[config.mk]
export PLATFORM = sky130hd
export DESIGN_NAME = signal_meas_sched
export DESIGN_NICKNAME = d
export VERILOG_FILES = /design/src/rtl/signal_meas_sched.sv
export SDC_FILE = /design/constraint.sdc
export NUM_CORES = 1
export LEC_CHECK = 0
export ABC_AREA = 1
export CORE_ASPECT_RATIO = 1.25
export CORE_MARGIN = 4
export CORE_UTILIZATION = 60
export DETAILED_ROUTE_END_ITERATION = 7
export PLACE_DENSITY = 0.81
export REMOVE_ABC_BUFFERS = 1
export SYNTH_ARGS = -nofsm -noshare
export SYNTH_HDL_FRONTEND = slang
export SYNTH_SLANG_ARGS = --single-unit
[constraint.sdc]
create_clock -name clk -period 7 [get_ports clk]
set_clock_uncertainty 0.05 [all_clocks]
set_input_delay 1.4 -clock clk [delete_from_list [all_inputs] [get_ports clk]]
set_output_delay 1.4 -clock clk [all_outputs]
set_load 0.02 [all_outputs]
[src/rtl/signal_meas_sched.sv]
// Round-robin period/high-time measurement of CH_NUM asynchronous inputs on one
// shared counter datapath; results are converted to ns and sent over valid/ready.
`timescale 1ns/1ps
module signal_meas_sched #(
    parameter int unsigned CH_NUM        = 4,
    parameter int unsigned CNT_W         = 32,
    parameter int unsigned CLK_PERIOD_NS = 20,
    parameter int unsigned TIMEOUT_CYC   = 50_000_000
) (
    input  logic              clk,
    input  logic              rst_n,
    input  logic              start,
    input  logic              mode_cont,
    input  logic [CH_NUM-1:0] ch_en,
    input  logic [CH_NUM-1:0] signal,
    output logic              busy,
    output logic              sweep_done,
    output logic              res_valid,
    input  logic              res_ready,
    output logic [2:0]        res_ch,
    output logic [CNT_W-1:0]  res_period_ns,
    output logic [CNT_W-1:0]  res_high_ns,
    output logic              res_timeout
);
    localparam int unsigned PTR_W = $clog2(CH_NUM + 1);
    localparam int unsigned TO_W  = $clog2(TIMEOUT_CYC + 1);
    localparam logic [TO_W-1:0]  TO_LAST = TO_W'(TIMEOUT_CYC - 1);
    localparam logic [CNT_W-1:0] NS_MUL  = CNT_W'(CLK_PERIOD_NS);

    typedef enum logic [2:0] {IDLE, SEL, ARM, HIGH, LOW, REPORT} state_t;

    state_t            state_q;
    logic [CH_NUM-1:0] s1_q, s2_q, s3_q;
    logic [CH_NUM-1:0] en_q;
    logic [PTR_W-1:0]  ptr_q;
    logic [2:0]        ch_q;
    logic [TO_W-1:0]   to_cnt_q;
    logic [CNT_W-1:0]  cyc_q;
    logic [CNT_W-1:0]  high_cyc_q;

    logic [7:0] rise_w, fall_w;
    logic       rise_sel, fall_sel, measuring, timeout_w;
    logic       sel_found_w;
    logic [2:0] sel_idx_w;

    // Two-flop synchronizer plus delay flop on every channel, always running
    always_ff @(posedge clk or negedge rst_n) begin
        if (!rst_n) begin
            s1_q <= '0;
            s2_q <= '0;
            s3_q <= '0;
        end else begin
            s1_q <= signal;
            s2_q <= s1_q;
            s3_q <= s2_q;
        end
    end

    assign rise_w    = 8'(s2_q & ~s3_q);
    assign fall_w    = 8'(~s2_q & s3_q);
    assign rise_sel  = rise_w[ch_q];
    assign fall_sel  = fall_w[ch_q];
    assign measuring = (state_q == ARM) || (state_q == HIGH) || (state_q == LOW);
    assign timeout_w = (to_cnt_q == TO_LAST);

    // Lowest enabled channel at or above the sweep pointer
    always_comb begin
        sel_found_w = 1'b0;
        sel_idx_w   = 3'd0;
        for (int i = CH_NUM - 1; i >= 0; i--) begin
            if (en_q[i] && (PTR_W'(i) >= ptr_q)) begin
                sel_found_w = 1'b1;
                sel_idx_w   = 3'(i);
            end
        end
    end

    always_ff @(posedge clk or negedge rst_n) begin
        if (!rst_n) begin
            state_q       <= IDLE;
            en_q          <= '0;
            ptr_q         <= '0;
            ch_q          <= '0;
            to_cnt_q      <= '0;
            cyc_q         <= '0;
            high_cyc_q    <= '0;
            busy          <= 1'b0;
            sweep_done    <= 1'b0;
            res_valid     <= 1'b0;
            res_ch        <= '0;
            res_period_ns <= '0;
            res_high_ns   <= '0;
            res_timeout   <= 1'b0;
        end else begin
            sweep_done <= 1'b0;
            if (measuring) begin
                to_cnt_q <= to_cnt_q + TO_W'(1);
                if (cyc_q != '1) cyc_q <= cyc_q + CNT_W'(1);
            end
            case (state_q)
                IDLE: begin
                    if (start) begin
                        en_q    <= ch_en;
                        busy    <= 1'b1;
                        ptr_q   <= '0;
                        state_q <= SEL;
                    end
                end
                SEL: begin
                    if (sel_found_w) begin
                        ch_q     <= sel_idx_w;
                        to_cnt_q <= '0;
                        state_q  <= ARM;
                    end else begin
                        sweep_done <= 1'b1;
                        if (mode_cont) begin
                            en_q  <= ch_en;
                            ptr_q <= '0;
                        end else begin
                            busy    <= 1'b0;
                            state_q <= IDLE;
                        end
                    end
                end
                // A rise already present on the first ARM cycle is ignored
                ARM: begin
                    if (rise_sel && (to_cnt_q != '0)) begin
                        cyc_q   <= CNT_W'(1);
                        state_q <= HIGH;
                    end
                end
                HIGH: begin
                    if (fall_sel) begin
                        high_cyc_q <= cyc_q;
                        state_q    <= LOW;
                    end
                end
                LOW: begin
                    if (rise_sel) begin
                        res_valid     <= 1'b1;
                        res_ch        <= ch_q;
                        res_period_ns <= CNT_W'(cyc_q * NS_MUL);
                        res_high_ns   <= CNT_W'(high_cyc_q * NS_MUL);
                        res_timeout   <= 1'b0;
                        state_q       <= REPORT;
                    end
                end
                REPORT: begin
                    if (res_ready) begin
                        res_valid <= 1'b0;
                        ptr_q     <= PTR_W'(ch_q) + PTR_W'(1);
                        state_q   <= SEL;
                    end
                end
                default: state_q <= IDLE;
            endcase
            // Timeout overrides any edge seen in the same cycle
            if (measuring && timeout_w) begin
                res_valid     <= 1'b1;
                res_ch        <= ch_q;
                res_period_ns <= '0;
                res_high_ns   <= '0;
                res_timeout   <= 1'b1;
                state_q       <= REPORT;
            end
        end
    end

endmodule

==> impl_metrics.tcl, run 1 <==
set metrics [dict create \
    slew_headroom_pct 20.4 \
    synth_cell_types 46 \
    layout_commonest_cell "nand2_1" \
    crit_buf_inv 1 \
    critPathSlowestCell "clkdlybuf4s50_1" \
    postCtsHoldBufs 0 \
    cts_max_path_buffers 2 \
    p_sw_share_pct 44.1 \
    critical-path-max-stage-delay_ps 620 \
    synth_top_flop_cell "dfrtp_1" \
    cts_setup_buffers 0 \
    tns_ps 0 \
    finalMaxSlewViolations 0 \
    nNetsFinal 2003 \
    p_seq_share_pct 33.6 \
    row_count 59 \
    cts_resized 0 \
    critical_path_class "reg -> out" \
    routed-via-count 11800 \
    period_share_pct 41.6 \
    drc 0 \
    cts.clk_slew.worst_paths_ps 80 \
    yosys.area_share.adder_pct 11.1 \
    synth_top_family_by_area "simple AND/OR/NAND/NOR gates" \
    synth_mux_area_share_pct 0.266 \
    drt-total-wl_um 32800 \
    arrival_ps 1460 \
    power_switching_mw 1.94 \
    worstPathRequired_ps 5550 \
    use_met2_pct 52.4 \
    antenna_left 0 \
    clkPwrFrac_pct 22.6 \
    pwr_density_cell_nw_per_um2 309 \
    cts_tree "yes" \
    yosysWarningCount 0 \
    worst_pin_slew_ps 1190 \
    seq_area_frac_synth_pct 35.0 \
    layout_common_cells "nand2_1 (590), inv_1 (211), nor2_1 (203)" \
    fill_cells 1865 \
    r2r_setup_slack_ps 4220 \
    place_hpwl_um 25500 \
    start_util_pct 61.1 \
    ir_drop_v 0.000266 \
    yosys_register_bits 178 \
    yosys-top-cells-area "dfrtp_1 (35%), nand2_1 (17%), ha_1 (11%)" \
    maxCapViolations 0 \
    core-area_um2 20800 \
    port_buffers 78 \
    met3_usage_pct 3.33 \
    rsz0062_at_grt "no" \
    gp_congestion 0.956 \
    place_area_um2 13600 \
    cp_top_family "buffers and inverters" \
    stdcell_count 2165 \
    synthSimpleGateAreaFrac_pct 32.6 \
    die_area_um2 23600 \
    cp-start-kind "flop" \
    clock_latency_ps 440 \
    track_usage_pct 28.3 \
    synth_compound_area_share_pct 9.76 \
    synth_top_area_share_pct 35.0 \
    reg2reg_from "state_q[0]" \
    fin_crit_ps 2910 \
    startpoint "res_period_ns[21]" \
    cp_cell_sequence "clkdlybuf4s50_1" \
    crit_fanout 2 \
    p_comb_share_pct 43.8 \
    fmax_mhz 344 \
    dp.cells 2133 \
    grt_antenna_before_repair 0 \
    met1_usage_pct 33.5 \
    die_h_um 171 \
    cts-root-buf "clkbuf_16" \
    wire_per_inst_um 15.1 \
    synth_cells 1813 \
    drive_above_1_share_pct 3.65 \
    critical_path_depth 1 \
    status "completed" \
    cts_sinks 178 \
    r2r-end "res_high_ns[4]" \
    synth-edff-count 0 \
    io-pin-count 84 \
    setup_violations 0 \
    grt_max_degree 118 \
    p_int_mw 2.46 \
    timing.hold.ws_ps 307 \
    cts_made_buffers 17 \
    syn_area_um2 12700 \
    grt_overflow 0 \
    endpoint "res_period_ns[21]" \
    grt_first_pass_wirelength_um 55100 \
    h-tree-depth 4 \
    diodes 0 \
    hold_path_class "reg -> reg" \
    die_w_um 138 \
    drtPass1Iterations 5 \
    grt-busiest-layer "met2" \
    area_growth_pct 12.0 \
    synth.avg_cell_area_um2 7.01 \
    drt_iter0_drc 745 \
    final_area_um2 14200 \
    yosys.area.top_type "dfrtp_1" \
    grt_pass1_vias 11600 \
    synth-xor-area-share_pct 2.69 \
    hold_viol 0 \
    viasPerCell 5.46 \
    rr_worst_depth 9 \
    cellLeakagePower_nw 7.42 \
    endpoint_kind "output pin" \
    async_flop_share_pct 100 \
]
==> per-layer routing <==
layer / wire length (µm) / share of wire, % / vias up
met4: 1140 / 3.5 / 0
li1: - / - / 5957
met5: 0 / 0 / -
met3: 1260 / 3.8 / 71
met2: 16600 / 51 / 268
met1: 13800 / 42 / 5518
==> metrics by stage <==
stage	worst slack (ps)	total power, mW	utilization [%]
floorplan	4660	2.75	-
global placement	3920	3.36	65.4
detailed placement	3850	3.41	65.4
CTS	4060	4.42	68.4
global route	3950	4.75	68.4
finish	4090	4.40	68.4
==> power groups by stage <==
stage | clock network [mW] | logic [mW] | registers [mW]
after global placement | 0 | 1.88 | 1.48
after floorplan | 0 | 1.20 | 1.55
after CTS | 1.01 | 1.94 | 1.47
after detailed placement | 0 | 1.92 | 1.49
after global routing | 1.06 | 2.18 | 1.51
final | 0.996 | 1.93 | 1.48
==> logic make-up after synthesis <==
| logic type | Yosys count |
|---|---|
| AOI/OAI and AO/OA | 226 |
| xor gates and xnor gates | 39 |
| adders and majority gates | 112 |
| buffers and inverters | 256 |
| DFF | 178 |
| muxes | 3 |
| other | 1 |
| and+or+nand+nor | 998 |
==> worst min-delay path by stage <==
stage,from,end,cells past startpoint
final,s1_q[2],s2_q[2],0
after global placement,s1_q[1],s2_q[1],0
after CTS,s1_q[2],s2_q[2],0
after detailed placement,s1_q[2],s2_q[2],0
after global routing,s1_q[2],s2_q[2],0
after floorplan,s1_q[0],s2_q[0],0
==> state kept, by name, indices dropped and copies added, names as in the netlist <==
register       count
s2_q               4
sweep_done         1
to_cnt_q          26
en_q               4
state_q            3
res_valid          1
busy               1
ch_q               2
s3_q               4
s1_q               4
res_period_ns     30
res_ch             2
res_high_ns       30
high_cyc_q        30
ptr_q              3
cyc_q             32
res_timeout        1
==> Yosys cell counts, types with 2 or more instances <==
library cell and count:
nand2_1 590, inv_1 211, nor2_1 203, dfrtp_1 178
nand3_1 118, ha_1 110, o21ai_0 84, a21oi_1 74
nand4_1 33, o21ai_1 28, xor2_1 22, nor3_1 20
xnor2_1 17, buf_2 12, o21bai_1 12, buf_6 9
nor2_2 9, a22o_1 8, buf_4 7, clkbuf_1 7
a22oi_1 6, inv_2 5, nand3b_1 5, o21a_1 5
and2_1 4, mux2_2 3, nand2_2 3, a211oi_1 2
clkbuf_2 2, clkinv_1 2, fa_1 2, nand2_4 2
nand2b_1 2, nand3_2 2, nor3_2 2, o21ai_2 2
o22ai_1 2, or2_2 2
==> cell type report <==
| cell class | instances | area (µm²) | area share (%) |
|---|---|---|---|
| clock buffers | 17 | 425 | 2.99 |
| clock inverters | 15 | 200 | 1.41 |
| well taps | 274 | 343 | 2.41 |
| multi-input cells | 1383 | 7200 | 50.6 |
| flip-flops and latches | 178 | 4450 | 31.3 |
| repair buffers | 79 | 790 | 5.54 |
| inverters | 219 | 825 | 5.79 |
Note: power is estimated with default switching activity, not from simulation.
==> run 2, diff against run 1 <==
--- a/config.mk
+++ b/config.mk
@@ -8,9 +8,9 @@
 export ABC_AREA = 1
 export CORE_ASPECT_RATIO = 1.25
 export CORE_MARGIN = 4
-export CORE_UTILIZATION = 60
+export CORE_UTILIZATION = 55
 export DETAILED_ROUTE_END_ITERATION = 7
-export PLACE_DENSITY = 0.81
+export PLACE_DENSITY = 0.78
 export REMOVE_ABC_BUFFERS = 1
 export SYNTH_ARGS = -nofsm -noshare
 export SYNTH_HDL_FRONTEND = slang
==> constraint.sdc (replaced) <==
create_clock -name clk -period 2.55 [get_ports clk]
set_clock_uncertainty 0.05 [all_clocks]
set_input_delay 0.51 -clock clk [delete_from_list [all_inputs] [get_ports clk]]
set_output_delay 0.51 -clock clk [all_outputs]
set_load 0.02 [all_outputs]
==> run 2 against run 1 <==
Wire length is 1.6% higher. Register-to-register slack worse by 4100 ps. Hold slack worse by 3.0 ps. Non-clock buffer count is 37 higher. Power grew to 2.8 times the previous value. Flip-flop and latch count stayed put. Cell area is 2.5% higher. Die area is 8.6% higher. Worst setup slack worse by 3900 ps. Sequential power grew to 2.7 times the previous value. Final cell count is 2.1% higher. First-iteration DRC count is 16% higher. Critical path type is now reg -> reg.
==> impl_metrics.tcl, run 2 (same netlist as run 1, synthesis figures left out) <==
set metrics [dict create \
    crit_fanout 7 \
    area_growth_pct 14.8 \
    cts_max_path_buffers 2 \
    hold_path_class "reg -> reg" \
    crit_buf_inv 0 \
    r2r-end "res_period_ns[30]" \
    port_buffers 78 \
    critical_path_class "reg -> reg" \
    drive_above_1_share_pct 5.91 \
    routed-via-count 12100 \
    tns_ps 0 \
    arrival_ps 2690 \
    worst_pin_slew_ps 516 \
    cts_tree "yes" \
    largest_register_ffs 32 \
    worstPathRequired_ps 2830 \
    hold_start "s1_q[2]" \
    r2r_setup_slack_ps 150 \
    whs_path_depth 0 \
    endpoint_kind "flop" \
    cp-start-kind "flop" \
    cts.clk_slew.worst_paths_ps 80 \
    hold_path_end "s2_q[2]" \
    grt_overflow 0 \
    ir_drop_v 0.000812 \
    layout_commonest_cell "nand2_1" \
    multi_input_comb_area_um2 7230 \
    diodes 0 \
    slew_headroom_pct 65.5 \
    fill_cells 2035 \
    grt_antenna_before_repair 0 \
    h-tree-depth 4 \
    grt_first_pass_wirelength_um 56500 \
    rr_worst_depth 11 \
    grt_pass1_vias 11900 \
    io-pin-count 84 \
    drtPass1Iterations 6 \
    viasPerCell 5.47 \
    row_count 61 \
    power_mw 12.4 \
    antenna_left 0 \
    critPathSlowestCell "dfrtp_1" \
    drt-total-wl_um 33300 \
    nNetsFinal 2040 \
    cp_top_family "simple AND/OR/NAND/NOR gates" \
    cts_made_buffers 17 \
    drc 0 \
    regMostFlops "cyc_q" \
    status "completed" \
    clock_latency_ps 440 \
    fin_ws_ps 149 \
    maxCapViolations 0 \
    stdcell_count 2211 \
    track_usage_pct 27.1 \
    grt_max_degree 66 \
    core-area_um2 22500 \
    cts_sinks 178 \
    dp.cells 2177 \
    wire_per_inst_um 15.1 \
    cts-root-buf "clkbuf_16" \
    critical-path-max-stage-delay_ps 480 \
    regArea_um2 4460 \
    cellLeakagePower_nw 7.62 \
    start_util_pct 56.5 \
    layout_common_cells "nand2_1 (587), inv_1 (211), nor2_1 (203)" \
    timing.hold.ws_ps 304 \
    fin_crit_ps 2400 \
    rsz0062_at_grt "no" \
    drt_iter0_drc 863 \
    cp_cell_sequence "ha_1 -> ha_1 -> nand2_1 -> nor2_1 -> nand3_1 -> nand3_1 -> nand3_1 -> nand2_1 -> nand2_1 -> nand3_1 -> nand2_1" \
    reg2reg_from "cyc_q[7]" \
    die_h_um 178 \
    fmax_mhz 417 \
    hold_viol 0 \
    finalMaxSlewViolations 0 \
    dp_slack_ps 31.0 \
    pwr_density_cell_nw_per_um2 848 \
    gp_congestion 0.947 \
    setup_violations 0 \
    die_w_um 144 \
    die_area_um2 25600 \
    place_hpwl_um 26300 \
    period_share_pct 94.1 \
]
[run 2: report_power, final]
group	internal [mW]	switching [mW]	leakage (nW)
Clock	1.36	1.40	0.301
Sequential	3.44	0.518	2.34
Combinational	2.15	3.51	4.98
[run 2: what timing repair did]
| action | CTS | global route |
|---|---|---|
| setup buffers | 0 | 1 |
| hold buffers | 1 | 0 |
| endpoints found under the hold margin | 20 | 0 |
| resized for setup | 0 | 10 |
| setup endpoints to repair | 0 | 11 |
[run 2: through the flow]
| step | area (µm²) | util (%) |
|---|---|---|
| after floorplan | 12500 | - |
| after global placement | 13900 | 61.9 |
| after detailed placement | 13900 | 61.9 |
| after CTS | 14600 | 64.7 |
| after global routing | 14600 | 64.8 |
| final | 14600 | 64.8 |
[run 2: cell type report]
type	count	share of cell area [%]
well taps	283	2.43
repair buffers	116	7.59
multi-input cells	1383	49.5
clock buffers	17	2.91
flip-flops and latches	178	30.5
clock inverters	15	1.36
inverters	219	5.65
[run 2: how the worst max path moves through the flow]
stage / startpoint / endpoint / slack (ps) / depth (start not counted)
2_1_floorplan: ch_q[0] / high_cyc_q[4] / 210 / 4
3_3_place_gp: high_cyc_q[1] / res_high_ns[21] / 60 / 11
3_5_place_dp: high_cyc_q[1] / res_high_ns[21] / 30 / 11
4_1_cts: high_cyc_q[1] / res_high_ns[21] / 20 / 11
5_1_grt: high_cyc_q[1] / res_high_ns[29] / 20 / 11
6_report: cyc_q[7] / res_period_ns[30] / 150 / 11
[run 2: routing by layer]
| metal | vias to the layer above | track usage, % | wire length (µm) |
|---|---|---|---|
| met1 | 5615 | 32.4 | 13800 |
| met4 | 0 | 9.97 | 1090 |
| met2 | 343 | 49.4 | 17000 |
| met5 | - | 0 | 0 |
| met3 | 83 | 3.35 | 1410 |
| li1 | 6043 | - | - |
[run 2: worst reg2reg max path, cell delays in order (launching register included)]
cell     delay (ps)
dfrtp_1         480
ha_1            340
ha_1            360
nand2_1         120
nor2_1          230
nand3_1         110
nand3_1         210
nand3_1         160
nand2_1         100
nand2_1          50
nand3_1          60
nand2_1          50
==> run 3, diff against run 2 <==
--- a/config.mk
+++ b/config.mk
@@ -10,7 +10,7 @@
 export CORE_MARGIN = 4
 export CORE_UTILIZATION = 55
 export DETAILED_ROUTE_END_ITERATION = 7
-export PLACE_DENSITY = 0.78
+export PLACE_DENSITY_LB_ADDON = 0.12
 export REMOVE_ABC_BUFFERS = 1
 export SYNTH_ARGS = -nofsm -noshare
 export SYNTH_HDL_FRONTEND = slang
==> run 3 against run 2 <==
Cell area increased by 0.17%. Utilization is 0.11 points higher. Critical path depth fell by 1. First-iteration DRC count down 14%. Power grew 1.0%. Count of clock-buffer cells in the layout is the same. Worst setup slack worse by 44 ps. Maximum frequency is 1.8% lower. Hold slack improved by 3.2 ps. Wire length up 3.0%. Critical path type unchanged. Critical endpoint is now res_period_ns[27]. Largest cell class unchanged.
==> impl_metrics.tcl, run 3 (same netlist as run 1, synthesis figures left out) <==
set metrics [dict create \
    reg2reg_from "cyc_q[22]" \
    grt_antenna_before_repair 0 \
    layout_common_cells "nand2_1 (587), inv_1 (211), nor2_1 (201)" \
    fin_crit_ps 2440 \
    rr_worst_depth 10 \
    arrival_ps 2720 \
    whs_path_depth 0 \
    die_area_um2 25600 \
    grt_pass1_vias 11600 \
    drtPass1Iterations 7 \
    grt_max_degree 58 \
    grt_first_pass_wirelength_um 56600 \
    worst_pin_slew_ps 544 \
    layout_commonest_cell "nand2_1" \
    die_h_um 178 \
    cts-root-buf "clkbuf_16" \
    r2r_setup_slack_ps 110 \
    cts_tree "yes" \
    drt_iter0_drc 740 \
    drc 0 \
    ir_drop_v 0.000587 \
    wire_per_inst_um 15.5 \
    hold_start "s1_q[0]" \
    place_hpwl_um 26900 \
    met3_usage_pct 3.24 \
    io-pin-count 84 \
    met1_usage_pct 32.7 \
    cts_setup_buffers 0 \
    area_growth_pct 15.0 \
    cts_made_buffers 17 \
    h-tree-depth 4 \
    grt-busiest-layer "met2" \
    drive_above_1_share_pct 5.92 \
    slew_headroom_pct 63.5 \
    fill_cells 2134 \
    drt-total-wl_um 34300 \
    die_w_um 144 \
    finalMaxSlewViolations 0 \
    core-area_um2 22500 \
    regMostFlops "cyc_q" \
    clock_latency_ps 450 \
    cts_max_path_buffers 2 \
    r2r-end "res_period_ns[27]" \
    routed-via-count 11900 \
    hold_viol 0 \
    hold_path_end "s2_q[0]" \
    pwr_density_cell_nw_per_um2 855 \
    use_met2_pct 49.7 \
    diodes 0 \
    dp_slack_ps 22.9 \
    port_buffers 78 \
    status "completed" \
    track_usage_pct 27.3 \
    antenna_left 0 \
    hold_path_class "reg -> reg" \
    row_count 61 \
    start_util_pct 56.5 \
    critical_path_class "reg -> reg" \
    grt_overflow 0 \
    final_area_um2 14600 \
    largest_register_ffs 32 \
    place_area_um2 13900 \
    viasPerCell 5.39 \
    setup_violations 0 \
    maxCapViolations 0 \
    cp-start-kind "flop" \
    crit_fanout 5 \
    fin_ws_ps 106 \
    worstPathRequired_ps 2830 \
    nNetsFinal 2037 \
    endpoint_kind "flop" \
    cellLeakagePower_nw 7.62 \
    cts_sinks 178 \
    cts.clk_slew.worst_paths_ps 80 \
    gp_congestion 0.989 \
    period_share_pct 95.9 \
    fmax_mhz 409 \
]
## run 3: cell count changes in the layout (fill, tap and decap cells not counted), sizes merged
cell    delta
buf        -3
inv        -1
bufinv     +2
clkinv     -1
## run 3: how the worst max path moves through the flow
| stage | endpoint | slack [ps] | start | depth (start not counted) |
|---|---|---|---|---|
| CTS | res_high_ns[21] | 10 | high_cyc_q[1] | 11 |
| detailed placement | res_high_ns[21] | 20 | high_cyc_q[1] | 11 |
| global placement | res_high_ns[21] | 50 | high_cyc_q[1] | 11 |
| finish | res_period_ns[27] | 110 | cyc_q[22] | 10 |
| global route | res_period_ns[25] | -2 | cyc_q[1] | 13 |
| floorplan | high_cyc_q[4] | 210 | ch_q[0] | 4 |
## run 3: metrics by stage
step / power, mW / hold WS (ps) / utilization, % / setup TNS [ps] / cells
3_5_place_dp: 9.58 / 288 / 61.8 / 0 / 2175
2_1_floorplan: 7.56 / 164 / - / 0 / 1780
5_1_grt: 13.4 / 324 / 64.9 / -2.36 / 2208
6_report: 12.5 / 307 / 64.9 / 0 / 2208
3_3_place_gp: 9.48 / 283 / 61.8 / 0 / 2175
4_1_cts: 12.5 / 307 / 64.8 / 0 / 2208
## run 3: layout make-up
class                   instances  area [µm²]  share of cell area [%]
repair buffers                113        1100                    7.50
well taps                     283         354                    2.42
flip-flops and latches        178        4460                    30.5
multi-input cells            1383        7240                    49.5
clock buffers                  17         425                    2.91
clock inverters                15         229                    1.57
inverters                     219         825                    5.64
## run 3: layer usage
metal  up-vias  wire length (µm)
li1       6026                 -
met1      5501             14400
met2       296             17600
met3        75              1210
met4         0              1150
met5         -                 0
## run 3: critical path: stages, from the launching register on
cell     delay, ps
dfrtp_1        460
ha_1           330
ha_1           390
nand2_1        140
nor2_1         270
and2_1         200
nand3_1        160
nand3_1        130
nand2_1         50
nand3_1         80
nand2_1         60
## run 3: power by group
part / switching (mW) / internal (mW)
logic: 3.49 / 2.13
registers: 0.539 / 3.44
clock network: 1.37 / 1.53
## run 3: timing repair
action | in CTS | in global routing
hold buffers | 1 | 0
endpoints found under the setup margin | 0 | 14
hold endpoints to repair | 38 | 0
gates resized for setup | 0 | 13
